**config.mk**
```make
export PLATFORM = sky130hd
export DESIGN_NAME = alu_result_stage_flat
export DESIGN_NICKNAME = d
export VERILOG_FILES = /design/src/rtl/alu_result_stage_if.sv /design/src/rtl/alu_result_stage.sv /design/src/flat_wrapper.sv
export SDC_FILE = /design/constraint.sdc
export NUM_CORES = 1
export LEC_CHECK = 0
export CORE_ASPECT_RATIO = 1.1
export CORE_MARGIN = 3
export CORE_UTILIZATION = 33
export DETAILED_ROUTE_END_ITERATION = 7
export SETUP_SLACK_MARGIN = 0.5
export SYNTH_ARGS = -nofsm -noshare
export SYNTH_HDL_FRONTEND = slang
export SYNTH_SLANG_ARGS = --single-unit
```
**constraint.sdc**
```tcl
create_clock -name clk -period 5.1 [get_ports clk]
set_input_delay 0.51 -clock clk [delete_from_list [all_inputs] [get_ports clk]]
set_output_delay 0.51 -clock clk [all_outputs]
set_load 0.05 [all_outputs]
```
**src/rtl/alu_result_stage_if.sv**
```systemverilog
// Valid/ready bus between the ALU result muxes, the result stage and its consumer.
// The stage is the slave: it receives in_* and out_ready, and drives in_ready and out_*.
interface alu_result_stage_if #(
    parameter int WIDTH = 64
);
    logic             in_valid;
    logic             in_ready;
    logic [WIDTH-1:0] in_result;
    logic             in_carry;
    logic             in_overflow;
    logic             in_set_flags;
    logic             out_valid;
    logic             out_ready;
    logic [WIDTH-1:0] out_result;
    logic             out_negative;
    logic             out_zero;
    logic             out_overflow;
    logic             out_carry;

    modport slave (
        input  in_valid, in_result, in_carry, in_overflow, in_set_flags,
        input  out_ready,
        output in_ready, out_valid, out_result,
        output out_negative, out_zero, out_overflow, out_carry
    );

    modport master (
        output in_valid, in_result, in_carry, in_overflow, in_set_flags,
        output out_ready,
        input  in_ready, out_valid, out_result,
        input  out_negative, out_zero, out_overflow, out_carry
    );
endinterface

```
**src/rtl/alu_result_stage.sv**
```systemverilog
// Registered two-entry skid buffer behind the ALU result muxes.
// It captures N/Z/V/C per result and updates the status flags when a result is emitted.
module alu_result_stage #(
    parameter int WIDTH = 64
) (
    input  logic                  clk,
    input  logic                  reset,
    alu_result_stage_if.slave     bus,
    output logic [3:0]            status_nzvc
);
    typedef struct packed {
        logic [WIDTH-1:0] result;
        logic             n;
        logic             z;
        logic             v;
        logic             c;
        logic             sf;
    } entry_t;

    typedef enum logic [1:0] {
        EMPTY = 2'd0,
        ONE   = 2'd1,
        TWO   = 2'd2
    } state_e;

    state_e     state_q, state_d;
    entry_t     head_q, head_d;
    entry_t     skid_q, skid_d;
    logic [3:0] status_q, status_d;
    logic       in_ready_q, in_ready_d;

    entry_t new_e;
    logic   acc;
    logic   emit;
    logic   out_valid;

    assign out_valid = (state_q != EMPTY);
    assign acc       = bus.in_valid & in_ready_q;
    assign emit      = out_valid & bus.out_ready;

    always_comb begin
        new_e.result = bus.in_result;
        new_e.n      = bus.in_result[WIDTH-1];
        new_e.z      = (bus.in_result == '0);
        new_e.v      = bus.in_overflow;
        new_e.c      = bus.in_carry;
        new_e.sf     = bus.in_set_flags;
    end

    always_comb begin
        state_d  = state_q;
        head_d   = head_q;
        skid_d   = skid_q;
        status_d = status_q;
        unique case (state_q)
            EMPTY: begin
                if (acc) begin
                    head_d  = new_e;
                    state_d = ONE;
                end
            end
            ONE: begin
                if (acc && emit) begin
                    head_d = new_e;
                end else if (acc) begin
                    skid_d  = new_e;
                    state_d = TWO;
                end else if (emit) begin
                    state_d = EMPTY;
                end
            end
            TWO: begin
                if (emit) begin
                    head_d  = skid_q;
                    state_d = ONE;
                end
            end
            default: state_d = EMPTY;
        endcase
        // Flags track consumed results only, so they change at emit time.
        if (emit && head_q.sf) begin
            status_d = {head_q.n, head_q.z, head_q.v, head_q.c};
        end
        in_ready_d = (state_d != TWO);
    end

    always_ff @(posedge clk or negedge reset) begin
        if (!reset) begin
            state_q    <= EMPTY;
            head_q     <= '0;
            skid_q     <= '0;
            status_q   <= 4'b0000;
            in_ready_q <= 1'b1;
        end else begin
            state_q    <= state_d;
            head_q     <= head_d;
            skid_q     <= skid_d;
            status_q   <= status_d;
            in_ready_q <= in_ready_d;
        end
    end

    assign bus.in_ready     = in_ready_q;
    assign bus.out_valid    = out_valid;
    assign bus.out_result   = head_q.result;
    assign bus.out_negative = head_q.n;
    assign bus.out_zero     = head_q.z;
    assign bus.out_overflow = head_q.v;
    assign bus.out_carry    = head_q.c;
    assign status_nzvc      = status_q;
endmodule

```
**src/flat_wrapper.sv**
```systemverilog
// flat-port wrapper written by rule: the top's interface ports become plain ports
module alu_result_stage_flat 
#(
    parameter int WIDTH = 64
)
  (clk, reset, status_nzvc, bus_in_valid, bus_in_result, bus_in_carry, bus_in_overflow, bus_in_set_flags, bus_out_ready, bus_in_ready, bus_out_valid, bus_out_result, bus_out_negative, bus_out_zero, bus_out_overflow, bus_out_carry);
  alu_result_stage_if #(.WIDTH(WIDTH)) bus_i ();
  input  logic clk;
  input  logic reset;
  output logic [3:0] status_nzvc;
  input wire logic [$bits(bus_i.in_valid)-1:0] bus_in_valid;
  input wire logic [$bits(bus_i.in_result)-1:0] bus_in_result;
  input wire logic [$bits(bus_i.in_carry)-1:0] bus_in_carry;
  input wire logic [$bits(bus_i.in_overflow)-1:0] bus_in_overflow;
  input wire logic [$bits(bus_i.in_set_flags)-1:0] bus_in_set_flags;
  input wire logic [$bits(bus_i.out_ready)-1:0] bus_out_ready;
  output wire logic [$bits(bus_i.in_ready)-1:0] bus_in_ready;
  output wire logic [$bits(bus_i.out_valid)-1:0] bus_out_valid;
  output wire logic [$bits(bus_i.out_result)-1:0] bus_out_result;
  output wire logic [$bits(bus_i.out_negative)-1:0] bus_out_negative;
  output wire logic [$bits(bus_i.out_zero)-1:0] bus_out_zero;
  output wire logic [$bits(bus_i.out_overflow)-1:0] bus_out_overflow;
  output wire logic [$bits(bus_i.out_carry)-1:0] bus_out_carry;
  assign bus_i.in_valid = bus_in_valid;
  assign bus_i.in_result = bus_in_result;
  assign bus_i.in_carry = bus_in_carry;
  assign bus_i.in_overflow = bus_in_overflow;
  assign bus_i.in_set_flags = bus_in_set_flags;
  assign bus_i.out_ready = bus_out_ready;
  assign bus_in_ready = bus_i.in_ready;
  assign bus_out_valid = bus_i.out_valid;
  assign bus_out_result = bus_i.out_result;
  assign bus_out_negative = bus_i.out_negative;
  assign bus_out_zero = bus_i.out_zero;
  assign bus_out_overflow = bus_i.out_overflow;
  assign bus_out_carry = bus_i.out_carry;
  alu_result_stage #(.WIDTH(WIDTH)) u_core (.clk(clk), .reset(reset), .bus(bus_i), .status_nzvc(status_nzvc));
endmodule
```
==> results of run 1 <==
==> sequential cells by signal (all words and copies together) (netlist names) <==
register,count
u_core.bus.out_negative,1
u_core.bus.out_zero,1
u_core.bus.out_carry,1
u_core.state_q,2
u_core.head_q,1
u_core.bus.in_ready,1
u_core.bus.out_result,63
u_core.skid_q,68
u_core.status_nzvc,4
u_core.bus.out_overflow,1
==> power breakdown <==
group | total, mW | internal [mW] | leakage, nW | switching [mW]
registers | 2.00 | 1.68 | 1.65 | 0.311
logic | 2.58 | 1.01 | 1.85 | 1.57
clock network | 1.15 | 0.685 | 0.275 | 0.467
==> final cells by class <==
cell class | instances | area (sq um)
Sequential cell | 143 | 3580
Timing Repair Buffer | 147 | 1480
Inverter | 3 | 11.3
Clock inverter | 9 | 57.6
Multi-Input combinational cell | 313 | 2410
Fill cell | 1813 | 11100
Clock buffer | 23 | 498
Tap cell | 247 | 309
==> worst max-delay path, stage by stage, from the launching register on <==
cell	delay [ns]
dfrtp_1	0.49
or2_2	0.36
clkdlybuf4s50_1	0.72
==> synth_stat cells, drive strengths merged, types with 3 or more instances <==
cell / count / area, sq um
nand2: 3 / 11.3
buf: 95 / 676
inv: 3 / 11.3
nand4: 4 / 25.0
nor4: 17 / 106
nor2: 70 / 263
a21oi: 69 / 345
dfrtp: 142 / 3550
mux2: 71 / 875
mux2i: 68 / 681
==> worst max path at each step <==
stage	start	endpoint	slack (ns)	cells after the start
after global routing	u_core.state_q[1]	bus_out_valid	2.53	2
after global placement	bus_in_valid	u_core.skid_q[39]	2.38	5
after detailed placement	bus_out_ready	u_core.skid_q[44]	2.28	4
after CTS	u_core.state_q[1]	bus_out_valid	2.58	2
after floorplan	u_core.bus.in_ready	u_core.skid_q[48]	3.15	7
final	u_core.state_q[1]	bus_out_valid	2.61	2
==> cells by family after synthesis <==
| logic type | Yosys count | share of synthesized area [%] |
|---|---|---|
| flops | 143 | 53.8 |
| mux | 139 | 23.4 |
| simple gates | 100 | 6.70 |
| buf+inv | 98 | 10.3 |
| compound gates | 74 | 5.76 |
==> routing by layer <==
layer  vias up  global-route usage, %  wire length [um]
li1       2007                      -                 -
met1      2078                   18.3              6690
met2       110                   23.6              7400
met3        17                   3.66               738
met4         0                   4.57               208
met5         -                      0                 0
==> metrics.md, run 1 <==
| Metric | Value |
|---|---|
| Outcome | `complete, no violations` |
| Crit share post-route | `48.8%` |
| Seq/Total Area, Yosys | `53.8%` |
| Root Buffer | `clkbuf_16` |
| Final Util | `42.9%` |
| Share of cells above drive strength 1 | `17.6%` |
| Commonest non-fill, non-tap cell in the layout | `clkdlybuf4s50_1` |
| Power after layout | `about 5.7 mW` |
| I/O Buffers | `144` |
| Average vias per placed instance | `4.76` |
| Worst setup EP type | `output port` |
| Final Skew | `0.00939 ns` |
| Reg-to-Reg Start | `u_core.bus.in_ready` |
| Total Nets Final | `696` |
| Hold-fix buffers, CTS | `0` |
| Worst VDD drop | `0.000367 V` |
| CORE AREA | `~0.019 sq mm` |
| Largest net degree at the start of global routing | `137` |
| Yosys warnings | `0` |
| Worst EP arrival | `1.98 ns` |
| Clock transition at the registers of the reported paths | `0.06 ns` |
| Mapped Area | `between 0.006 and 0.007 sq mm` |
| Top Ports | `145` |
| EDFF count, synth | `0` |
| WL per Instance | `roughly 17 um` |
| Overall Global Routing Usage | `14.3%` |
| Worst Reg-to-Reg Cells | `4` |
| # resized after CTS | `0` |
| Starting Density | `approximately a third` |
| Final hold slack | `0.199 ns` |
| DP HPWL | `10200 um` |
| Dpl cell area | `about 0.0078 sq mm` |
| CTS tree | `yes` |
| Crit path kind | `flip-flop to output port` |
| Drt first pass iters | `4` |
| Flop-to-flop setup slack | `~2.8 ns` |
| Mean Syn Cell Area | `around 12 sq um` |
| Main synth FF type | `dfrtp_1` |
| Post-route ant nets | `0` |
| Global-route wire length before repair | `between 20000 and 25000 um` |
| Non-Filler Instances | `885` |
| Post-Syn Instances | `554` |
| Clk Latency, worst-skew pair | `approximately 0.41 ns` |
| Placed insts | `around 850` |
| Ys async rst share | `100%` |
| Synth-to-layout area growth | `25.5%` |
| Seq cells post-synth | `~140` |
| ANT cells | `0` |
| Worst setup SP type | `flip-flop` |
| Clock tree buffer depth | `2` |
| Slew Viols, Final | `0` |
| Commonest non-fill, non-tap cells in the layout | `143 x clkdlybuf4s50_1, 142 x dfrtp_1, 70 x nor2_1` |
| Synth cell types | `25` |
| Hold Path Class | `input port to async pin` |
| Slew @ Worst Pin | `1.05 ns` |
| Vias | `4212` |
| Required time of the critical path | `4.59 ns` |
| Crit Path Max Fanout | `7` |
| Drc violations | `0` |
| Maximum clock frequency | `402 MHz` |
| Fin worst setup slack | `between 2 and 3 ns` |
| Leakage | `3.77 nW` |
| Postcts setup bufs | `0` |
| Initial DRC Count | `116` |
| Post-synth net total | `625` |
| Slew headroom | `29.9%` |
| Final setup vio count | `0` |
| Pwr per Cell Area | `~690 mW/mm^2` |
| Rows | `53` |
| Total clock sinks | `143` |
| Die area | `0.0219 sq mm` |
| Vias in the first global route | `approximately 4.6k` |
| R2r endpoint | `u_core.skid_q[44]` |
| Setup TNS | `0 ns` |
| Max cap viols | `0` |
| Total CTS buffers | `17` |
| Overflow left after global routing | `0` |
| Final min period | `2.49 ns` |
| DIE HEIGHT | `155 um` |
| Die W | `141 um` |
| WL final | `15000 um` |
| DP Worst Slack | `2.28 ns` |
| H-tree levels | `4` |
| Initial antenna violation count | `0` |
| RSZ-0062 raised after global routing | `no` |
| GPL Wtd Cong | `0.754` |
| Final instance area | `0.00834 sq mm` |
| Final hold vios | `0` |
Power figures use the tool's default switching activity.
==> run 2, diff against run 1 <==
==> constraint.sdc (replaced) <==
create_clock -name clk -period 2.3 [get_ports clk]
set_input_delay 0.23 -clock clk [delete_from_list [all_inputs] [get_ports clk]]
set_output_delay 0.23 -clock clk [all_outputs]
set_load 0.05 [all_outputs]
==> metrics.md, run 2 (synthesis gave the netlist of run 1 again) <==
| Metric | Value |
|---|---|
| Average vias per placed instance | `4.87` |
| Total clock sinks | `143` |
| Slew @ Worst Pin | `~0.6 ns` |
| Filler instances | `1795` |
| CP cell instances | `dlygate4sd2_1` |
| Drc violations | `0` |
| Total Nets Final | `713` |
| Die area | `0.0219 sq mm` |
| Final hold vios | `0` |
| Placed insts | `864` |
| Synth-to-layout area growth | `28.9%` |
| H-tree levels | `4` |
| DIE HEIGHT | `155 um` |
| Vias in the first global route | `~4.7k` |
| RSZ-0062 raised after global routing | `yes` |
| GPL Wtd Cong | `between 0.7 and 0.8` |
| Largest net degree at the start of global routing | `83` |
| Total CTS buffers | `17` |
| Final Skew | `0.00681 ns` |
| Biggest register | `u_core.skid_q` |
| Clk Latency, worst-skew pair | `0.41 ns` |
| Global-route wire length before repair | `between 20000 and 30000 um` |
| Non-Filler Instances | `902` |
| WL per Instance | `~18 um` |
| I/O Buffers | `144` |
| Outcome | `complete, no violations` |
| Final min period | `1.76 ns` |
| Final Util | `44.1%` |
| Worst setup EP type | `output port` |
| Overflow left after global routing | `0` |
| Final hold slack | `~0.34 ns` |
| Rows | `53` |
| Commonest non-fill, non-tap cell in the layout | `dfrtp_1` |
| Crit path kind | `flip-flop to output port` |
| Worst EP arrival | `~1.5 ns` |
| Drt first pass iters | `5` |
| ANT cells | `0` |
| Slew headroom | `59.8%` |
| Clock tree buffer depth | `2` |
| CORE AREA | `between 0.015 and 0.02 sq mm` |
| Slew Viols, Final | `0` |
| CP delay by family, top | `buffers and inverters` |
| Overall Global Routing Usage | `approximately 15%` |
| Crit Path Max Fanout | `2` |
| Worst VDD drop | `0.000823 V` |
| Commonest non-fill, non-tap cells in the layout | `141 x dfrtp_1, 73 x dlygate4sd2_1, 69 x a21oi_1, 69 x nor2_1, 69 x clkdlybuf4s50_1` |
| WL final | `16400 um` |
| CP bufs+invs | `1` |
| Clock transition at the registers of the reported paths | `~0.06 ns` |
| CTS tree | `yes` |
| Maximum clock frequency | `approximately 570 MHz` |
| Crit share post-route | `76.3%` |
| Hold Path Class | `input port to async pin` |
| Post-route ant nets | `0` |
| Initial antenna violation count | `0` |
| DP HPWL | `10800 um` |
| Final setup vio count | `0` |
| Share of cells above drive strength 1 | `20.3%` |
| Starting Density | `34.2%` |
| Root Buffer | `clkbuf_16` |
| Largest register FFs | `68` |
| Top Ports | `145` |
| Die W | `141 um` |
| Worst setup SP type | `flip-flop` |
| Largest stage delay on the critical path | `a little under 0.6 ns` |
| Max cap viols | `0` |
| Leakage | `about 4.0 nW` |
| Required time of the critical path | `2.07 ns` |
| Setup TNS | `0 ns` |
| Initial DRC Count | `122` |
| Vias | `4396` |
| Pwr per Cell Area | `1500 mW/mm^2` |
| Crit-path slowest cell | `dlygate4sd2_1` |
-- run 2: area by class of cell --
class                           instances  area (sq um)  share of cell area [%]
Multi-Input combinational cell        313          2430                    28.4
Sequential cell                       143          3580                    41.8
Tap cell                              247           309                    3.60
Inverter                                3          11.3                   0.131
Clock inverter                         10           160                    1.87
Clock buffer                           22           464                    5.41
Timing Repair Buffer                  164          1620                    18.8
-- run 2: power breakdown --
part	switching (mW)	total [mW]	leakage [nW]	internal [mW]
clock network	1.05	2.92	0.304	1.87
registers	0.661	4.40	1.64	3.73
logic	3.60	5.52	2.02	1.92
total	5.31	12.8	3.97	7.53
-- run 2: worst paths after layout --
kind,start,end,slack [ns],cells past startpoint
max in group asynchronous,reset,u_core.bus.in_ready,1.26,3
min,reset,u_core.bus.out_result[59],0.34,2
max,u_core.bus.in_ready,bus_in_ready,0.54,1
min in group clk,bus_in_set_flags,u_core.skid_q[0],0.47,2
min reg2reg,u_core.status_nzvc[2],u_core.status_nzvc[2],0.48,2
max reg2reg,u_core.bus.in_ready,u_core.skid_q[46],0.56,5
-- run 2: layer usage --
layer  wire length [um]  vias up  track usage [%]
met3               1000       26             4.67
met2               7700      120             23.5
met5                  0        -                0
met4                351        0             5.54
li1                   -     2048                -
met1               7360     2202             19.2
-- run 2: stage by stage --
step	instance area, sq um	worst slack (ns)	power (mW)
2_1_floorplan	6670	0.445	9.15
4_1_cts	8510	0.302	12.9
6_report	8570	0.544	12.8
5_1_grt	8570	0.460	13.6
3_5_place_dp	7950	0.0476	10.3
3_3_place_gp	7950	0.0833	10.2
-- run 2: what timing repair did --
action | CTS | global route
resized for setup | 75 | 10
endpoints found under the hold margin | 50 | 0
setup endpoints to repair | 103 | 86
setup buffers | 1 | 2
hold buffers | 1 | 0
gates cloned | 0 | 2
pin swaps | 0 | 1
